`src/rtl/cla_slice_sequencer.sv`:
```
// rtl/cla_slice_sequencer.sv - multi-cycle add/subtract reusing one 4-bit CLA slice
// Sequences WIDTH/SLICE slice passes with a registered inter-slice carry.
module cla_slice_sequencer #(
  parameter int WIDTH = 32,
  parameter int SLICE = 4
) (
  input  logic             clk,
  input  logic             rst_n,
  input  logic             start,
  input  logic [WIDTH-1:0] A,
  input  logic [WIDTH-1:0] B,
  input  logic             Cin,
  input  logic             mode,
  output logic             ready,
  output logic             busy,
  output logic             done,
  output logic [WIDTH-1:0] S,
  output logic             Cout,
  output logic             V
);

  localparam int N     = WIDTH / SLICE;
  localparam int IDX_W = (N > 1) ? $clog2(N) : 1;
  localparam logic [IDX_W-1:0] LAST = IDX_W'(N - 1);

  if (WIDTH % SLICE != 0) begin : g_bad_slice
    $error("cla_slice_sequencer: WIDTH must be a multiple of SLICE");
  end

  typedef enum logic [1:0] {IDLE, RUN, DONE} state_t;

  state_t           state_q, state_d;
  logic [IDX_W-1:0] idx_q, idx_d;
  logic             carry_q, carry_d;
  logic [WIDTH-1:0] op_a_q, op_a_d, op_b_q, op_b_d;
  logic [WIDTH-1:0] s_q, s_d;
  logic             cout_q, cout_d, v_q, v_d;
  logic             ready_q, ready_d, busy_q, busy_d, done_q, done_d;

  logic [SLICE-1:0] sl_a, sl_b, sl_g, sl_p, sl_sum;
  logic [SLICE:0]   sl_c;
  int               base;

  // Combinational CLA slice over the bits selected by idx_q.
  always_comb begin
    base = int'(idx_q) * SLICE;
    sl_a = op_a_q[base +: SLICE];
    sl_b = op_b_q[base +: SLICE];
    sl_g = sl_a & sl_b;
    sl_p = sl_a | sl_b;
    sl_c = '0;
    sl_c[0] = carry_q;
    for (int i = 0; i < SLICE; i++) begin
      sl_c[i+1] = sl_g[i] | (sl_p[i] & sl_c[i]);
    end
    sl_sum = sl_a ^ sl_b ^ sl_c[SLICE-1:0];
  end

  always_comb begin
    state_d = state_q;
    idx_d   = idx_q;
    carry_d = carry_q;
    op_a_d  = op_a_q;
    op_b_d  = op_b_q;
    s_d     = s_q;
    cout_d  = cout_q;
    v_d     = v_q;
    ready_d = ready_q;
    busy_d  = busy_q;
    done_d  = 1'b0;
    case (state_q)
      IDLE: begin
        if (start) begin
          op_a_d  = A;
          op_b_d  = mode ? ~B : B;
          carry_d = mode ? 1'b1 : Cin;
          idx_d   = '0;
          state_d = RUN;
          ready_d = 1'b0;
          busy_d  = 1'b1;
        end
      end
      RUN: begin
        s_d[base +: SLICE] = sl_sum;
        carry_d = sl_c[SLICE];
        if (idx_q == LAST) begin
          cout_d  = sl_c[SLICE];
          v_d     = (op_a_q[WIDTH-1] == op_b_q[WIDTH-1]) && (sl_sum[SLICE-1] != op_a_q[WIDTH-1]);
          state_d = DONE;
          done_d  = 1'b1;
        end else begin
          idx_d = idx_q + IDX_W'(1);
        end
      end
      DONE: begin
        state_d = IDLE;
        ready_d = 1'b1;
        busy_d  = 1'b0;
      end
      default: begin
        state_d = IDLE;
        ready_d = 1'b1;
        busy_d  = 1'b0;
      end
    endcase
  end

  always_ff @(posedge clk) begin
    if (!rst_n) begin
      state_q <= IDLE;
      idx_q   <= '0;
      carry_q <= 1'b0;
      op_a_q  <= '0;
      op_b_q  <= '0;
      s_q     <= '0;
      cout_q  <= 1'b0;
      v_q     <= 1'b0;
      ready_q <= 1'b1;
      busy_q  <= 1'b0;
      done_q  <= 1'b0;
    end else begin
      state_q <= state_d;
      idx_q   <= idx_d;
      carry_q <= carry_d;
      op_a_q  <= op_a_d;
      op_b_q  <= op_b_d;
      s_q     <= s_d;
      cout_q  <= cout_d;
      v_q     <= v_d;
      ready_q <= ready_d;
      busy_q  <= busy_d;
      done_q  <= done_d;
    end
  end

  assign ready = ready_q;
  assign busy  = busy_q;
  assign done  = done_q;
  assign S     = s_q;
  assign Cout  = cout_q;
  assign V     = v_q;

endmodule

```
`config.mk`:
```
export PLATFORM = sky130hd
export DESIGN_NAME = cla_slice_sequencer
export DESIGN_NICKNAME = d
export VERILOG_FILES = /design/src/rtl/cla_slice_sequencer.sv
export SDC_FILE = /design/constraint.sdc
export NUM_CORES = 1
export LEC_CHECK = 0
export ABC_AREA = 1
export BUFFER_PORTS_ARGS = -buffer_cell sky130_fd_sc_hd__buf_2
export CAP_MARGIN = 10
export CORE_MARGIN = 8
export CORE_UTILIZATION = 51
export CTS_BUF_LIST = sky130_fd_sc_hd__clkbuf_4
export DETAILED_ROUTE_END_ITERATION = 8
export PLACE_DENSITY = 0.78
export SYNTH_ARGS = -nofsm -noshare
export SYNTH_HDL_FRONTEND = slang
export SYNTH_SLANG_ARGS = --single-unit
```
`constraint.sdc`:
```
create_clock -name clk -period 3.6 [get_ports clk]
set_input_delay 0.18 -clock clk [delete_from_list [all_inputs] [get_ports clk]]
set_output_delay 0.18 -clock clk [all_outputs]
set_load 0.1 [all_outputs]
```
After elaboration in Yosys (flattened, before gate mapping)
Index checks and enable logic that the tools add are counted.
W data, S select, Z words.
- input bits: 69
- register bits after elaboration: 107
- shift-type cells: 4
- reductions and logical operators: 10
- bitwise operators: 14
- add/sub/neg operators: 2
- mux-type cells: 16
- equality and inequality tests: 7
- operator list (cell ; count):
    $shiftx A32 B6 Y4 ; 2
    $neg A5 Y33 ; 1
    $shift A4 B33 Y32 const A ; 1
    $shiftx A4 B33 Y32 ; 1
    $bwmux W32 ; 1
    $mux W32 ; 1
    $not A32 Y32 ; 1
    $reduce_and A2 Y1 ; 6
    $xor A4 B4 Y4 ; 2
    $mux W3 ; 2
    $ne A2 B2 Y1 const B ; 3
    $pmux W1 S2 ; 3
    $pmux W3 S2 ; 1
    $mux W1 ; 5
    $and A1 B1 Y1 ; 4
    $and A4 B4 Y4 ; 1
    $mux W2 ; 2
    $or A1 B1 Y1 ; 4
    $or A4 B4 Y4 ; 1
    $pmux W2 S2 ; 1
    $add A3 B1 Y3 const B ; 1
    $eq A3 B3 Y1 const B ; 1
    $reduce_and A3 Y1 ; 1
    $eq A2 B1 Y1 const B ; 1
    other kinds (6) ; 6

Longest topological paths before layout
- word-level depth: 11
- depth in mapped cells: 16

Worst setup path after synthesis
No wires, ideal clock.
- path type: register to register
- start point: register idx_q[0]
- end point: register s_q[23], in the netlist S[23]
- clock period less this slack: 3.511 ns
- setup slack: 0.089 ns
- data required time: 3.481 ns
- data arrival time: 3.392 ns
- setup time: 0.119 ns
- cell stages (with the launch flop): 17
- cells stage by stage: dfxtp_1 buf_4 buf_2 nor2_1 nor2_1 o21ai_0 o211ai_1 nand2_1 fa_1 fa_1 fa_1 fa_1 inv_1 nand3_1 nor2_1 o21ai_0 nor2_1
- cells in the longest elaborated chain, start to end: 11
- elaborated cells between the ends (all ways): 16
- classes of those cells: 1 x add/sub; 4 x shift; 1 x mux; 10 x bitwise
- ends and longest elaborated chain (what ; RTL line ; source):
    from (decl) ; 33 ; logic [IDX_W-1:0] idx_q, idx_d;
    from (signal assigned) ; 123 ; idx_q <= idx_d;
    $shiftx A32 B6 Y4, on equally long branches ; 47, 48 ;
    $or A4 B4 Y4 ; 50 ; sl_p = sl_a | sl_b;
    $and A1 B1 Y1 ; 54 ; sl_c[i+1] = sl_g[i] | (sl_p[i] & sl_c[i]);
    $or A1 B1 Y1 ; 54 ;
    $and A1 B1 Y1 ; 54 ;
    $or A1 B1 Y1 ; 54 ;
    $and A1 B1 Y1 ; 54 ;
    $or A1 B1 Y1 ; 54 ;
    $xor A4 B4 Y4 ; 56 ; sl_sum = sl_a ^ sl_b ^ sl_c[SLICE-1:0];
    $shiftx A4 B33 Y32 ; 84 ; s_d[base +: SLICE] = sl_sum;
    $bwmux W32 * ; 84 ;
    to (signal assigned) ; 115 ; s_q <= '0;
    to (signal assigned) ; 127 ; s_q <= s_d;
    to (decl) ; 36 ; logic [WIDTH-1:0] s_q, s_d;
Mark *: on every way between the ends. The rest lies on a longest branch, timed or not.
A chain may end at the register's enable or synchronous reset.

Worst setup path after layout
- start point: register idx_q[0]
- end point: register s_q[31], in the netlist S[31]
The elaborated chain is that of the path after synthesis.

==> results.sh <==
export IMPL_outcome="finished, final reports clean"
export IMPL_critPathCaptureType="flip-flop"
export IMPL_slew_viol_final=0
export IMPL_final_nets=914
export IMPL_wire_per_inst_um=13.84
export IMPL_fillers=893
export IMPL_die_y_um=116.4
export IMPL_ys_seq_elements=107
export IMPL_worst_clock_skew_ns=0.02056
export IMPL_cts_path_max_buffers=2
export IMPL_dp_slack_ns=0.05390
export IMPL_cts_root_buffer="clkbuf_4"
export IMPL_coreArea_sq_um=9774
export IMPL_stdcell_count=972
export IMPL_synth_most_common_cell="nor2_1"
export IMPL_via_count=5049
export IMPL_area_growth_syn_to_layout_pct=21.80
export IMPL_tns_ns=0
export IMPL_synthCells=706
export IMPL_startpoint_type="flip-flop"
export IMPL_synth_distinct_cells=27
export IMPL_yosysTopAreaCellShare_pct=41.70
export IMPL_place_inst=914
export IMPL_ir_drop_mv=0.1927
export IMPL_drt_iter0_drc=335
export IMPL_numPortBuffers=105
export IMPL_power_leakage_nw=2.810
export IMPL_clock_latency_ns=0.45
export IMPL_path_clk_slew_ns=0.17
export IMPL_fin_ws_ns=0.2186
export IMPL_wirelength_mm=13.45
export IMPL_start_util_pct=52.56
export IMPL_min_delay_path_depth=3
export IMPL_row_count=36
export IMPL_grt_usage_pct=20.31
export IMPL_path_max_fanout=17
export IMPL_r2r_cells=14
export IMPL_startpoint="idx_q[0]$_SDFFE_PN0P_"
export IMPL_setup_viol=0
export IMPL_die_area_sq_um=13540
export IMPL_synth_cell_area_sq_um=5137
export IMPL_timing_final_crit_share_pct=93.93
export IMPL_r2r_start="idx_q[0]$_SDFFE_PN0P_"
export IMPL_synth_edff_count=0
export IMPL_power_density_nw_per_um2=417.3
export IMPL_antenna_found_initial=0
export IMPL_hold_path_class="input pin to flip-flop"
export IMPL_drc_errors=0
export IMPL_firstDrtPassIters=6
export IMPL_maxSlewHeadroom_pct=44.12
export IMPL_gp_congestion=0.8714
export IMPL_yosys_area_top_type="dfxtp_1"
export IMPL_die_w_um=116.4
export IMPL_drive_gt1_share_pct=19.19
export IMPL_gr_total_overflow=0
export IMPL_synth_top_flop_cell="dfxtp_1"
export IMPL_ant_nets=0
export IMPL_clock_sinks=107
export IMPL_h_tree_depth=3
export IMPL_routed_via_density=5.194
export IMPL_num_io_pins=106
export IMPL_n_antenna_cell=0
export IMPL_cts_tree="built"
export IMPL_yosysSeqAreaShare_pct=41.70
export IMPL_crit_type="flip-flop to flip-flop"
export IMPL_grt_pass1_vias=4745
export IMPL_synthArstFlopShare_pct=0
export IMPL_place_hpwl_mm=9.848
export IMPL_ys_warn_count=0
export IMPL_arrival_ns=3.75
export IMPL_grt_max_degree=52
export IMPL_hold_path_startpoint="A[0]"
export IMPL_synth_common_cells="nor2_1 (173), dfxtp_1 (107), o21ai_0 (93)"
export IMPL_required_ns=3.96
export IMPL_rsz0062_at_grt="false"
export IMPL_hold_viol_final=0
export IMPL_drv_cap=0
export IMPL_max_freq_mhz=295.7
export IMPL_synthTopCellsByArea="dfxtp_1 (42%), nor2_1 (13%), o21ai_0 (9.1%)"
export IMPL_avgSynthCellArea_sq_um=7.277
export IMPL_grt_pass1_wl_mm=22.30
export IMPL_min_period_ns=3.381
export IMPL_cts_buffers=9
export IMPL_synth_fp_nets=786
export IMPL_tightest_slew_ns=0.8383
timing repair:
| item | CTS | global route |
|---|---|---|
| resized for setup | 0 | 5 |
| buffers inserted | 0 | 4 |
| setup endpoints to repair | 0 | 8 |
| endpoints found under the hold margin | 34 | 4 |
| hold buffers | 34 | 4 |
per-stage QoR:
| step | area [sq um] | total power, mW | utilization (%) | hold WS, ns |
|---|---|---|---|---|
| 2_1_floorplan | 5137 | 1.839 | - | 0.3376 |
| 3_3_place_gp | 5713 | 1.998 | 58.45 | 0.4309 |
| 3_5_place_dp | 5713 | 2.021 | 58.45 | 0.4355 |
| 4_1_cts | 6180 | 2.607 | 63.22 | 0.00003286 |
| 5_1_grt | 6257 | 2.762 | 64.02 | 0.01764 |
| 6_report | 6257 | 2.611 | 64.02 | 0.03146 |
cells in the final DEF, fill, tap and decap left out, types with 9 or more instances in the layout:
| cell | synthesis | routed |
|---|---|---|
| nor2_1 | 173 | 172 |
| buf_2 | 15 | 106 |
| dfxtp_1 | 107 | 105 |
| o21ai_0 | 93 | 93 |
| nand2_1 | 70 | 70 |
| inv_1 | 49 | 47 |
| a21oi_1 | 44 | 44 |
| dlygate4sd3_1 | 0 | 38 |
| nand3_1 | 30 | 29 |
| o211ai_1 | 17 | 17 |
| buf_4 | 9 | 17 |
| xnor2_1 | 16 | 16 |
| xor2_1 | 16 | 16 |
| a211oi_1 | 13 | 13 |
| clkbuf_4 | 0 | 9 |
sequential cells by signal, indices dropped and copies added (netlist names):
| name | cells |
|---|---|
| busy | 1 |
| carry_q | 1 |
| S | 32 |
| op_a_q | 32 |
| ready | 1 |
| done | 1 |
| V | 1 |
| op_b_q | 32 |
| Cout | 1 |
| idx_q | 3 |
| state_q | 2 |
area by class of cell:
type	instances	area, sq um	area share [%]
Clock buffer	9	67.56	1.080
Clock inverter	7	58.81	0.9398
Inverter	54	206.4	3.299
Multi-Input combinational cell	501	2572	41.11
Sequential cell	107	2147	34.31
Tap cell	133	166.4	2.659
Timing Repair Buffer	161	1039	16.60
worst max-delay path, stage by stage, from the launching register on:
cell	delay, ns
dfxtp_4	0.41
buf_4	0.19
a21oi_1	0.13
o21ai_0	0.09
nand3_1	0.08
nand2_1	0.08
fa_1	0.39
fa_1	0.44
fa_1	0.46
fa_1	0.56
inv_2	0.08
nand3_1	0.13
nor2_1	0.06
o21ai_0	0.17
nor2_1	0.05
cell families (layout without fill, tap and decap cells):
| kind of cell | Yosys count | after routing | synth area share, % |
|---|---|---|---|
| AND/OR/NAND/NOR | 287 | 287 | 22.55 |
| AO/OA/AOI/OAI | 171 | 171 | 18.56 |
| flip-flops | 107 | 107 | 41.69 |
| buffers and inverters | 98 | 231 | 8.475 |
| XOR/XNOR | 32 | 32 | 5.455 |
| adder cells (fa/ha/maj) | 11 | 11 | 3.264 |
path summary, 6_finish.rpt:
check | end | slack [ns]
worst max-delay path | S[31]$_SDFFE_PN0P_ | 0.22
worst min-delay path | op_a_q[0]$_SDFFE_PN0P_ | 0.03
worst max register to register | S[31]$_SDFFE_PN0P_ | 0.22
worst min register to register | op_b_q[7]$_SDFFE_PN0P_ | 0.48
layer usage:
| layer | part of all wire (%) | vias up | track usage (%) |
|---|---|---|---|
| met1 | 43 | 2315 | 25.26 |
| met5 | 0 | - | 0 |
| met2 | 49 | 178 | 34.90 |
| met4 | 1.6 | 0 | 5.359 |
| met3 | 6.5 | 18 | 4.137 |
| li1 | - | 2538 | - |
power breakdown:
| group | switching (mW) | total [mW] | internal (mW) |
|---|---|---|---|
| Sequential | 0.0470 | 1.31 | 1.26 |
| Combinational | 0.481 | 0.737 | 0.255 |
| Clock | 0.410 | 0.564 | 0.154 |
| Total | 0.939 | 2.61 | 1.67 |
No activity file was read; power rests on OpenSTA's default activity.
